**src/rtl/cond_pkg.sv**
```systemverilog
// Shared definitions for the Execute-stage condition unit.
// Contents: condition-code enum (EQ..AL, NV), NZCV flag bit indices,
// packed flag struct, and the condition-pass evaluation function.
package cond_pkg;

  typedef enum logic [3:0] {
    COND_EQ = 4'd0,  COND_NE = 4'd1,  COND_CS = 4'd2,  COND_CC = 4'd3,
    COND_MI = 4'd4,  COND_PL = 4'd5,  COND_VS = 4'd6,  COND_VC = 4'd7,
    COND_HI = 4'd8,  COND_LS = 4'd9,  COND_GE = 4'd10, COND_LT = 4'd11,
    COND_GT = 4'd12, COND_LE = 4'd13, COND_AL = 4'd14, COND_NV = 4'd15
  } cond_e;

  localparam int FLAG_N = 3;
  localparam int FLAG_Z = 2;
  localparam int FLAG_C = 1;
  localparam int FLAG_V = 0;

  typedef struct packed {
    logic n;
    logic z;
    logic c;
    logic v;
  } flags_t;

  function automatic logic cond_pass(input logic [3:0] cond, input flags_t f);
    logic pass;
    pass = 1'b0;
    case (cond_e'(cond))
      COND_EQ: pass = f.z;
      COND_NE: pass = ~f.z;
      COND_CS: pass = f.c;
      COND_CC: pass = ~f.c;
      COND_MI: pass = f.n;
      COND_PL: pass = ~f.n;
      COND_VS: pass = f.v;
      COND_VC: pass = ~f.v;
      COND_HI: pass = f.c & ~f.z;
      COND_LS: pass = ~f.c | f.z;
      COND_GE: pass = (f.n == f.v);
      COND_LT: pass = (f.n != f.v);
      COND_GT: pass = ~f.z & (f.n == f.v);
      COND_LE: pass = f.z | (f.n != f.v);
      COND_AL: pass = 1'b1;
      default: pass = 1'b0;
    endcase
    return pass;
  endfunction

endpackage

```
**src/rtl/flag_ckpt_fifo.sv**
```systemverilog
// Checkpoint FIFO of 4-bit flag snapshots.
// Ports: clk, reset (async, active-low), push/commit requests, clear
// (accepted restore, empties the FIFO), wdata (snapshot to enqueue),
// rdata (oldest entry), count, full, empty.
// A push is accepted when there is room or a commit frees a slot in the
// same cycle; a commit is accepted only when non-empty. Clear overrides both.
module flag_ckpt_fifo import cond_pkg::*; #(
  parameter int DEPTH = 4
) (
  input  logic                       clk,
  input  logic                       reset,
  input  logic                       push,
  input  logic                       commit,
  input  logic                       clear,
  input  logic [3:0]                 wdata,
  output logic [3:0]                 rdata,
  output logic [$clog2(DEPTH):0]     count,
  output logic                       full,
  output logic                       empty
);

  localparam int AW = $clog2(DEPTH);
  localparam int CW = AW + 1;

  logic [3:0]    mem_q [DEPTH];
  logic [3:0]    mem_d [DEPTH];
  logic [AW-1:0] wr_ptr_q, wr_ptr_d;
  logic [AW-1:0] rd_ptr_q, rd_ptr_d;
  logic [CW-1:0] count_q, count_d;
  logic          push_acc, commit_acc;

  assign full  = (count_q == CW'(DEPTH));
  assign empty = (count_q == '0);
  assign count = count_q;
  assign rdata = mem_q[rd_ptr_q];

  assign push_acc   = push & ~clear & (~full | commit);
  assign commit_acc = commit & ~clear & ~empty;

  always_comb begin
    mem_d    = mem_q;
    wr_ptr_d = wr_ptr_q;
    rd_ptr_d = rd_ptr_q;
    count_d  = count_q;
    if (clear) begin
      wr_ptr_d = '0;
      rd_ptr_d = '0;
      count_d  = '0;
    end else begin
      // On push+commit while full, wr_ptr == rd_ptr: the new entry lands in
      // the slot of the oldest one, which is being retired this same cycle.
      if (push_acc) begin
        mem_d[wr_ptr_q] = wdata;
        wr_ptr_d        = wr_ptr_q + AW'(1);
      end
      if (commit_acc) begin
        rd_ptr_d = rd_ptr_q + AW'(1);
      end
      count_d = count_q + CW'(push_acc) - CW'(commit_acc);
    end
  end

  always_ff @(posedge clk or negedge reset) begin
    if (!reset) begin
      for (int i = 0; i < DEPTH; i++) mem_q[i] <= '0;
      wr_ptr_q <= '0;
      rd_ptr_q <= '0;
      count_q  <= '0;
    end else begin
      mem_q    <= mem_d;
      wr_ptr_q <= wr_ptr_d;
      rd_ptr_q <= rd_ptr_d;
      count_q  <= count_d;
    end
  end

endmodule

```
**src/rtl/cond_unit_ckpt.sv**
```systemverilog
// Execute-stage condition unit with flag checkpoints for branch speculation.
// Holds architectural NZCV flags, evaluates CondE combinationally against
// the registered flags, applies per-group gated ALU flag writes, and keeps a
// FIFO of flag snapshots that can be committed or restored.
// Ports: clk, reset (async, active-low), FlagWriteE[NGRP], CondE, ALUFlags,
// CkptPushE/CkptCommitE/CkptRestoreE, Flags, CondExE, CkptCount,
// CkptFull, CkptEmpty, CkptErr.
// Optional build macro: COND_UNIT_ERR_EN enables the sticky CkptErr flag;
// without it CkptErr is tied low.
module cond_unit_ckpt import cond_pkg::*; #(
  parameter int NGRP  = 2,
  parameter int DEPTH = 4
) (
  input  logic                    clk,
  input  logic                    reset,
  input  logic [NGRP-1:0]         FlagWriteE,
  input  logic [3:0]              CondE,
  input  logic [3:0]              ALUFlags,
  input  logic                    CkptPushE,
  input  logic                    CkptCommitE,
  input  logic                    CkptRestoreE,
  output logic [3:0]              Flags,
  output logic                    CondExE,
  output logic [$clog2(DEPTH):0]  CkptCount,
  output logic                    CkptFull,
  output logic                    CkptEmpty,
  output logic                    CkptErr
);

  localparam int GW = 4 / NGRP;

  logic [3:0] flags_q, flags_d;
  logic [3:0] wr_mask;
  logic [3:0] gated_flags;
  logic [3:0] ckpt_rdata;
  logic       restore_acc;

  always_comb begin
    wr_mask = '0;
    for (int g = 0; g < NGRP; g++) begin
      if (FlagWriteE[g]) begin
        for (int b = 0; b < GW; b++) wr_mask[g*GW + b] = 1'b1;
      end
    end
  end

  assign CondExE     = cond_pass(CondE, flags_t'(flags_q));
  assign gated_flags = CondExE ? ((ALUFlags & wr_mask) | (flags_q & ~wr_mask)) : flags_q;

  // A restore with nothing saved is dropped entirely, so the normal write path applies.
  assign restore_acc = CkptRestoreE & ~CkptEmpty;

  always_comb begin
    flags_d = gated_flags;
    if (restore_acc) flags_d = ckpt_rdata;
  end

  always_ff @(posedge clk or negedge reset) begin
    if (!reset) flags_q <= '0;
    else        flags_q <= flags_d;
  end

  assign Flags = flags_q;

  flag_ckpt_fifo #(.DEPTH(DEPTH)) u_fifo (
    .clk    (clk),
    .reset  (reset),
    .push   (CkptPushE),
    .commit (CkptCommitE),
    .clear  (restore_acc),
    .wdata  (gated_flags),
    .rdata  (ckpt_rdata),
    .count  (CkptCount),
    .full   (CkptFull),
    .empty  (CkptEmpty)
  );

`ifdef COND_UNIT_ERR_EN
  logic err_q, err_d;

  always_comb begin
    err_d = err_q
          | (CkptPushE & CkptFull & ~CkptCommitE & ~restore_acc)
          | (CkptCommitE & CkptEmpty)
          | (CkptRestoreE & CkptEmpty);
  end

  always_ff @(posedge clk or negedge reset) begin
    if (!reset) err_q <= 1'b0;
    else        err_q <= err_d;
  end

  assign CkptErr = err_q;
`else
  assign CkptErr = 1'b0;
`endif

endmodule

```
**config.mk**
```make
export PLATFORM = sky130hd
export DESIGN_NAME = cond_unit_ckpt
export DESIGN_NICKNAME = d
export VERILOG_FILES = /design/src/rtl/cond_pkg.sv /design/src/rtl/flag_ckpt_fifo.sv /design/src/rtl/cond_unit_ckpt.sv
export SDC_FILE = /design/constraint.sdc
export NUM_CORES = 1
export LEC_CHECK = 0
export CORE_MARGIN = 5
export CORE_UTILIZATION = 51
export CTS_BUF_LIST = sky130_fd_sc_hd__clkbuf_2
export DETAILED_ROUTE_END_ITERATION = 7
export PLACE_DENSITY = 0.78
export SKIP_CTS_REPAIR_TIMING = 1
export SLEW_MARGIN = 25
export SYNTH_ARGS = -nofsm -noshare
export SYNTH_HDL_FRONTEND = slang
export SYNTH_SLANG_ARGS = --single-unit
```
**constraint.sdc**
```tcl
create_clock -name clk -period 2.1 [get_ports clk]
set_input_delay 0.525 -clock clk [delete_from_list [all_inputs] [get_ports clk]]
set_output_delay 0.525 -clock clk [all_outputs]
set_load 0.03 [all_outputs]
```
==> results.json, run 1 <==
{
  "status": "finished, violations left",
  "violations": "setup timing",
  "rrSetupSlack_ns": -0.26,
  "synth_largest_area_cell": "dfrtp_1",
  "yosys_warnings": 0,
  "synth_cell_types": 41,
  "antenna_found_initial": 0,
  "crit_slowest_cell": "dfrtp_2",
  "ir_worst_vdd_uv": 1020,
  "max_stage_delay_ns": 0.51,
  "power.total_mw": 3.08,
  "required_ns": 1.57,
  "insertion_delay_ns": 0.38,
  "start_util": 0.519,
  "vias_per_cell": 5.65,
  "drc": 0,
  "cts_tree": "yes",
  "port_buffers": 24,
  "rows": 22,
  "finalHoldViolCount": 0,
  "setup_viol": 23,
  "antennaDiodeCount": 0,
  "synthTopCellsByArea": "dfrtp_1 36%, nand3_1 16%, nand2b_1 5.3%",
  "drt-initial-drc-count": 89,
  "drive_gt1_frac": 0.404,
  "clockBufferDepth": 2,
  "synth_edf_count": 0,
  "post-place-ws_ns": -0.755,
  "seq_area_frac_synth": 0.358,
  "ios": 26,
  "rsz0062_at_grt": "yes",
  "critical_path.cell_chain": "xnor2_4 -> or4b_4 -> a311oi_4 -> a221o_2 -> buf_6",
  "crit_type": "register to output pin",
  "ys_seq_elements": 27,
  "r2r_cells": 8,
  "overflow": 0,
  "syn_area_per_cell_um2": 9.16,
  "stdcell_area_mm2": 0.00272,
  "endpoint_kind": "output pin",
  "yosysTopAreaCellShare": 0.358,
  "critPathLaunchType": "register",
  "fin_ws_ns": -0.502,
  "cp.arrival_ns": 2.08,
  "die-area_mm2": 0.00502,
  "die_h_um": 70.8,
  "grt_max_degree": 28,
  "grt_usage": 0.187,
  "period_share": 1.24,
  "routabilityCongestion": 0.818,
  "dpl-instance-area_mm2": 0.00252,
  "slew_headroom": 0.489,
  "worstReg2RegEnd": "u_fifo.mem_q[5]",
  "cts.sinks": 27,
  "wl_per_cell_um": 15.7,
  "hold_path_class": "primary input to async pin",
  "cts_max_level": 1,
  "maxCapViolations": 0,
  "synth_flop_cell": "dfrtp_1",
  "syn_area_mm2": 0.00189,
  "coreArea_mm2": 0.00363,
  "async_flop_share": 1.00,
  "nets": 288,
  "report.final.slew_viol_count": 0,
  "syn_inst": 206,
  "power.static_leakage_nw": 1.33,
  "tightest_slew_ns": 0.767,
  "grt_pass1_wl_mm": 7.74,
  "period_minus_slack_ns": 2.60,
  "cts_buffers": 3,
  "dr.pass1.iters": 4,
  "r2r_start": "Flags[3]",
  "area_growth_pct": 44.2,
  "fin_tns_setup_ns": -4.06,
  "worstPathMaxFanout": 3,
  "ant_nets": 0,
  "pwr_density_cell_mw_per_mm2": 1130,
  "path_clk_slew_ns": 0.27,
  "synth_fp_nets": 228,
  "first_global_vias": 1678,
  "finalClockSkew_ns": 0.0172,
  "routed_wl_mm": 4.93,
  "clock.fmax_mhz": 384,
  "dpl.hpwl_mm": 3.39,
  "num_vias": 1769,
  "clockRootBuffer": "clkbuf_2",
  "die_w_um": 70.8
}
==> flip-flops by register name (all words and copies together) (netlist names) <==
register	flops
u_fifo.count	3
u_fifo.mem_q	16
u_fifo.rd_ptr_q	2
Flags	4
u_fifo.wr_ptr_q	2
==> where the power goes <==
| part | total [mW] | leakage (nW) | switching, mW | internal [mW] |
|---|---|---|---|---|
| Combinational | 1.94 | 0.966 | 0.963 | 0.973 |
| Sequential | 0.937 | 0.346 | 0.199 | 0.738 |
| Clock | 0.205 | 0.0164 | 0.162 | 0.0431 |
==> worst max-delay path by stage <==
stage,startpoint,to,cells after the start
floorplan,u_fifo.count[1],u_fifo.count[2],11
global placement,CondE[0],u_fifo.mem_q[3],8
detailed placement,CondE[0],Flags[2],8
CTS,CondE[0],CondExE,6
global route,Flags[3],CondExE,6
finish,Flags[3],CondExE,5
==> routing by layer <==
layer,part of all wire,vias to the layer above,track usage
li1,-,844,-
met2,0.51,47,0.311
met3,0.051,12,0.0398
met4,0.018,0,0.0292
met1,0.42,866,0.256
met5,0,-,0
==> critical path, delay by kind of cell (launching register included) <==
kind	cells	cell delay [ns]
buffers and inverters	1	0.12
AOI/OAI and AO/OA	2	0.40
and+or+nand+nor	1	0.49
xor gates and xnor gates	1	0.17
DFF	1	0.51
==> cell usage in the layout (no fill, tap or decap), types with 2 or more instances in the layout <==
cell / netlist / layout
a21oi_1: 3 / 2
a221o_1: 2 / 2
and2_1: 3 / 3
and3_1: 4 / 4
buf_12: 0 / 3
buf_4: 2 / 40
buf_6: 4 / 6
clkbuf_2: 0 / 4
clkdlybuf4s50_1: 0 / 10
dfrtp_1: 27 / 23
dfrtp_2: 0 / 4
dlymetal6s2s_1: 0 / 11
ha_1: 6 / 5
inv_1: 9 / 6
inv_2: 0 / 2
mux2i_1: 3 / 3
mux4_2: 4 / 4
nand2_1: 10 / 10
nand2b_1: 16 / 16
nand3_1: 61 / 36
nand3_2: 0 / 25
nor2_1: 6 / 5
nor3_1: 2 / 2
o21ai_0: 6 / 4
o21ai_1: 1 / 3
or3_4: 0 / 2
xnor2_1: 4 / 4
==> kinds of logic after synthesis <==
logic type               Yosys count  synth area share
buffers and inverters             25            0.0749
XOR/XNOR                           6            0.0378
adder cells (fa/ha/maj)            7            0.0504
multiplexers                       8            0.0696
other                              1           0.00199
AND/OR/NAND/NOR                  112             0.318
AO/OA/AOI/OAI                     20            0.0889
flip-flops                        27             0.358
==> layout make-up <==
class | count | area [µm²]
Timing Repair Buffer | 71 | 671
Tap cell | 48 | 60.1
Sequential cell | 27 | 681
Fill cell | 260 | 913
Clock inverter | 1 | 5.00
Clock buffer | 3 | 15.0
Multi-Input combinational cell | 154 | 1250
Inverter | 9 | 38.8
==> per-stage QoR <==
step / util / std cells / hold slack [ns]
after floorplan: - / 206 / 0.229
after global placement: 0.695 / 304 / 0.480
after detailed placement: 0.695 / 304 / 0.482
after CTS: 0.700 / 308 / 0.471
after global routing: 0.749 / 313 / 0.458
final: 0.749 / 313 / 0.466
==> cells in the mapped netlist (4+ instances only) <==
cell and instances:
dfrtp_1 27, nand3_1 61, ha_1 6, inv_1 9
o21ai_0 6, xnor2_1 4, nand2_1 10, and3_1 4
buf_6 4, mux4_2 4, buf_2 8, nand2b_1 16
nor2_1 6
Note: power is estimated with default switching activity, not from simulation.
==> inputs of run 2 (changes only) <==
--- a/config.mk
+++ b/config.mk
@@ -9,9 +9,11 @@
 export CORE_UTILIZATION = 51
 export CTS_BUF_LIST = sky130_fd_sc_hd__clkbuf_2
 export DETAILED_ROUTE_END_ITERATION = 7
-export PLACE_DENSITY = 0.78
+export HOLD_SLACK_MARGIN = 0.1
+export PLACE_DENSITY = 0.79
 export SKIP_CTS_REPAIR_TIMING = 1
-export SLEW_MARGIN = 25
+export SLEW_MARGIN = 20
 export SYNTH_ARGS = -nofsm -noshare
 export SYNTH_HDL_FRONTEND = slang
+export SYNTH_HIERARCHICAL = 1
 export SYNTH_SLANG_ARGS = --single-unit
==> results.json, run 2 <==
{
  "cts.sinks": 27,
  "maxCapViolations": 0,
  "grt_usage": 0.193,
  "fin_tns_setup_ns": -5.39,
  "area_growth_pct": 54.2,
  "port_buffers": 24,
  "wl_per_cell_um": 18.0,
  "clock.fmax_mhz": 384,
  "slew_headroom": 0.603,
  "syn_area_per_cell_um2": 11.6,
  "die_w_um": 69.3,
  "crit_slowest_cell": "or4b_4",
  "critPathLaunchType": "register",
  "mostFrequentLayoutCell": "buf_4",
  "period_share": 1.24,
  "power.static_leakage_nw": 1.30,
  "synth_largest_area_cell": "dfrtp_1",
  "overflow": 0,
  "ios": 26,
  "rows": 21,
  "first_global_vias": 1578,
  "insertion_delay_ns": 0.35,
  "synth_edf_count": 0,
  "path_clk_slew_ns": 0.25,
  "cts_max_level": 1,
  "cts_tree": "yes",
  "r2r_cells": 8,
  "largest_reg_flops": 16,
  "endpoint_kind": "output pin",
  "required_ns": 1.57,
  "ir_worst_vdd_uv": 723,
  "async_flop_share": 1.00,
  "internal_power_mw": 2.23,
  "yosysTopAreaCellShare": 0.377,
  "stdcell_area_mm2": 0.00276,
  "die-area_mm2": 0.00480,
  "finalClockSkew_ns": 0.00517,
  "layout_common_cells": "42 x buf_4, 24 x dfrtp_1, 13 x mux2_4, 12 x nor2_1, 11 x dlymetal6s2s_1",
  "coreArea_mm2": 0.00336,
  "ys_seq_elements": 27,
  "num_vias": 1527,
  "netlist_top_cells_count": "27 x dfrtp_1, 17 x mux2_2, 12 x nor2_1",
  "finalHoldViolCount": 0,
  "cp.arrival_ns": 2.08,
  "synth_most_common_cell": "dfrtp_1",
  "clockRootBuffer": "clkbuf_2",
  "ant_nets": 0,
  "grt_max_degree": 28,
  "yosys_warnings": 6,
  "start_util": 0.533,
  "final_util": 0.821,
  "clockBufferDepth": 2,
  "synth_fp_nets": 177,
  "syn_inst": 155,
  "worstPathMaxFanout": 4,
  "violations": "setup timing",
  "p_sw_mw": 1.57,
  "syn_area_mm2": 0.00179,
  "crit_type": "register to output pin",
  "dpl.hpwl_mm": 3.45,
  "hold_path_class": "primary input to async pin",
  "cpMostUsedCell": "buf_6",
  "grt_pass1_wl_mm": 7.51,
  "period_minus_slack_ns": 2.61,
  "dpl-instance-area_mm2": 0.00253,
  "antennaDiodeCount": 0,
  "antenna_found_initial": 0,
  "max_stage_delay_ns": 0.57,
  "combPwrFrac": 0.682,
  "n_fill_cell": 194,
  "seq_power_share": 0.266,
  "report.final.slew_viol_count": 0,
  "critical_path.cell_chain": "or4b_4 -> a311oi_4 -> a2111oi_4 -> buf_6 -> nand2_8 -> buf_6",
  "drive_gt1_frac": 0.504,
  "drt-initial-drc-count": 56,
  "top_register": "u_fifo/mem_q",
  "rsz0062_at_grt": "yes",
  "synthTopCellsByArea": "dfrtp_1 38%, mux2_2 11%, mux4_2 5.0%",
  "pwr_density_cell_mw_per_mm2": 1370,
  "synth_flop_cell": "dfrtp_1",
  "setup_viol": 23,
  "vias_per_cell": 5.66,
  "clkPwrFrac": 0.051,
  "drc": 0,
  "tightest_slew_ns": 0.588,
  "routabilityCongestion": 0.825,
  "synth_cell_types": 49,
  "dr.pass1.iters": 4,
  "seq_area_frac_synth": 0.377,
  "switching_share": 0.413,
  "power.total_mw": 3.79,
  "routed_wl_mm": 4.85,
  "nets": 247,
  "status": "finished, violations left",
  "cts_buffers": 3,
  "die_h_um": 69.3,
  "fin_ws_ns": -0.507
}
==> run 2: changes by cell type in the layout (fill, tap and decap cells not counted), sizes merged, moves of 3 or more <==
cell,delta
a31oi,+3
nand3,-60
a31o,+4
buf,+4
nor2,+6
nand2b,-13
a21oi,-3
a221o,-3
nand2,-3
and3,-3
mux2,+16
==> run 2: kinds of logic after synthesis <==
kind of cell | after synthesis | share of synthesized area
simple gates | 46 | 0.164
mux | 23 | 0.168
fa+ha+maj | 7 | 0.0531
compound gates | 26 | 0.147
xor+xnor | 6 | 0.0293
buf+inv | 19 | 0.0594
flops | 27 | 0.377
other cells | 1 | 0.00209
==> run 2: final timing paths <==
kind	startpoint	end	slack, ns
setup / recovery	Flags[3]	CondExE	-0.51
hold / removal	reset	u_fifo/mem_q[7]	0.50
setup reg to reg	Flags[3]	u_fifo/mem_q[0]	-0.31
hold reg to reg	u_fifo/mem_q[3]	u_fifo/mem_q[3]	0.55
max in group asynchronous	reset	u_fifo/count[0]	1.35
min in group clk	u_fifo/mem_q[3]	u_fifo/mem_q[3]	0.55
==> run 2: per-stage QoR <==
step / std cells / hold slack [ns] / setup WS, ns
final: 270 / 0.496 / -0.507
after global routing: 270 / 0.471 / -0.615
after CTS: 263 / 0.478 / -0.833
after detailed placement: 259 / 0.499 / -0.818
after global placement: 259 / 0.486 / -0.760
after floorplan: 155 / 0.229 / -0.610
==> run 2: power by group through the flow <==
| stage | logic (mW) | registers (mW) | clock network, mW |
|---|---|---|---|
| after floorplan | 1.32 | 1.10 | 0 |
| after global placement | 2.18 | 0.986 | 0 |
| after detailed placement | 2.28 | 1.01 | 0 |
| after CTS | 2.30 | 0.998 | 0.207 |
| after global routing | 2.75 | 1.04 | 0.230 |
| final | 2.59 | 1.01 | 0.195 |
==> run 2: area by class of cell <==
| cell class | count | area (µm²) | area share |
|---|---|---|---|
| Multi-Input combinational cell | 109 | 1270 | 0.459 |
| Clock buffer | 3 | 15.0 | 0.00543 |
| Inverter | 10 | 40.0 | 0.0145 |
| Tap cell | 46 | 57.6 | 0.0208 |
| Clock inverter | 1 | 7.51 | 0.00272 |
| Sequential cell | 27 | 679 | 0.246 |
| Timing Repair Buffer | 74 | 694 | 0.251 |
==> run 2: routing by layer <==
metal / vias up / routed length, µm / track usage
li1: 710 / - / -
met1: 757 / 1910 / 0.220
met2: 46 / 2640 / 0.336
met3: 14 / 152 / 0.0420
met4: 0 / 146 / 0.102
met5: - / 0 / 0
==> run 2: worst max-delay path, delay by kind of cell (launching register included) <==
family                 cells  cell delay [ns]
AO/OA/AOI/OAI              2             0.37
buffers and inverters      2             0.28
flip-flops                 1             0.48
AND/OR/NAND/NOR            2             0.62
==> inputs of run 3 (changes only) <==
--- a/config.mk
+++ b/config.mk
@@ -8,6 +8,7 @@
 export CORE_MARGIN = 5
 export CORE_UTILIZATION = 51
 export CTS_BUF_LIST = sky130_fd_sc_hd__clkbuf_2
+export CTS_CLUSTER_SIZE = 8
 export DETAILED_ROUTE_END_ITERATION = 7
 export HOLD_SLACK_MARGIN = 0.1
 export PLACE_DENSITY = 0.79
==> constraint.sdc (replaced) <==
create_clock -name clk -period 2.1 [get_ports clk]
set_input_delay 0.525 -clock clk [delete_from_list [all_inputs] [get_ports clk]]
set_output_delay 0.525 -clock clk [all_outputs]
set_load 0.05 [all_outputs]
==> results.json, run 3 (synthesis gave the netlist of run 2 again) <==
{
  "die_h_um": 69.3,
  "violations": "setup timing",
  "layout_common_cells": "48 x buf_4, 22 x dfrtp_1, 12 x nor2_1, 12 x mux2_4",
  "antenna_found_initial": 0,
  "fin_ws_ns": -0.639,
  "die-area_mm2": 0.00480,
  "clock.fmax_mhz": 365,
  "finalNonFillerCells": 269,
  "post-place-ws_ns": -0.836,
  "worstPathMaxFanout": 6,
  "start_util": 0.533,
  "clockRootBuffer": "clkbuf_2",
  "cts.sinks": 27,
  "max_stage_delay_ns": 0.47,
  "grt_usage": 0.184,
  "hold_path_class": "primary input to async pin",
  "dpl.hpwl_mm": 3.39,
  "area_growth_pct": 52.8,
  "crit_type": "register to output pin",
  "report.final.slew_viol_count": 0,
  "finalHoldViolCount": 0,
  "top_register": "u_fifo/mem_q",
  "required_ns": 1.57,
  "critPathLaunchType": "register",
  "grt_max_degree": 28,
  "period_minus_slack_ns": 2.74,
  "nets": 246,
  "drc": 0,
  "grt_pass1_wl_mm": 7.40,
  "die_w_um": 69.3,
  "period_share": 1.30,
  "mostFrequentLayoutCell": "buf_4",
  "setup_viol": 23,
  "overflow": 0,
  "drive_gt1_frac": 0.525,
  "fin_tns_setup_ns": -10.38,
  "critical_path.cell_chain": "buf_4 -> xnor2_2 -> o32ai_1 -> o311ai_2 -> buf_12 -> nand2_8 -> buf_8",
  "routed_wl_mm": 4.69,
  "antennaDiodeCount": 0,
  "ant_nets": 0,
  "coreArea_mm2": 0.00336,
  "rsz0062_at_grt": "yes",
  "cts_max_level": 1,
  "rows": 21,
  "path_clk_slew_ns": 0.23,
  "status": "finished, violations left",
  "drt-initial-drc-count": 57,
  "routabilityCongestion": 0.839,
  "finalClockSkew_ns": 0.0123,
  "pwr_density_cell_mw_per_mm2": 1410,
  "endpoint_kind": "output pin",
  "ios": 26,
  "dr.pass1.iters": 4,
  "power.total_mw": 3.86,
  "num_vias": 1483,
  "insertion_delay_ns": 0.34,
  "power.static_leakage_nw": 1.24,
  "dp_cells": 254,
  "cts_tree": "yes",
  "cp.arrival_ns": 2.21,
  "maxCapViolations": 0,
  "wl_per_cell_um": 17.4,
  "clockBufferDepth": 2,
  "ir_worst_vdd_uv": 815,
  "final_util": 0.814,
  "largest_reg_flops": 16,
  "port_buffers": 24,
  "first_global_vias": 1526,
  "cts_buffers": 3,
  "vias_per_cell": 5.51,
  "crit_slowest_cell": "dfrtp_2"
}
-- run 3: cell count changes in the layout (fill, tap and decap cells not counted), sizes merged --
cell,previous run,this run
clkinvlp,1,0
dlymetal6s2s,11,4
buf,53,58
clkbuf,3,5
-- run 3: through the flow --
step	hold WS [ns]	area [µm²]
after floorplan	0.229	1950
after global placement	0.486	2460
after detailed placement	0.496	2460
after CTS	0.503	2480
after global routing	0.502	2740
final	0.507	2740
-- run 3: metal layers --
layer  global-route usage  part of all wire
met1                0.226              0.42
met2                0.344              0.54
met3               0.0203             0.031
met4               0.0390            0.0068
met5                    0                 0
-- run 3: path summary, 6_finish.rpt --
| path | cells past startpoint | startpoint | slack, ns | end |
|---|---|---|---|---|
| worst max-delay path | 7 | Flags[3] | -0.64 | CondExE |
| worst min-delay path | 2 | reset | 0.51 | u_fifo/wr_ptr_q[1] |
| worst max register to register | 9 | Flags[0] | -0.55 | u_fifo/mem_q[10] |
| worst min register to register | 1 | u_fifo/mem_q[13] | 0.54 | u_fifo/mem_q[13] |
| max in group asynchronous | 2 | reset | 1.32 | u_fifo/count[1] |
| min in group clk | 1 | u_fifo/mem_q[13] | 0.54 | u_fifo/mem_q[13] |
-- run 3: cell type report --
cell class                 count  area (µm²)
timing repair buffer          73         682
clock buffer                   4        20.0
tap                           46        57.6
inverter                      10        37.5
multi-input combinational    109        1260
fill                         188         626
sequential                    27         684
-- run 3: critical path, delay by kind of cell, from the launching register on --
family | cells | cell delay, ns
AOI/OAI and AO/OA | 2 | 0.58
buffers and inverters | 3 | 0.51
DFF | 1 | 0.47
xor gates and xnor gates | 1 | 0.26
and+or+nand+nor | 1 | 0.05
-- run 3: power breakdown --
part / switching [mW] / internal, mW / leakage (nW)
Combinational: 1.28 / 1.36 / 0.895
Sequential: 0.241 / 0.781 / 0.327
Clock: 0.140 / 0.0503 / 0.0166
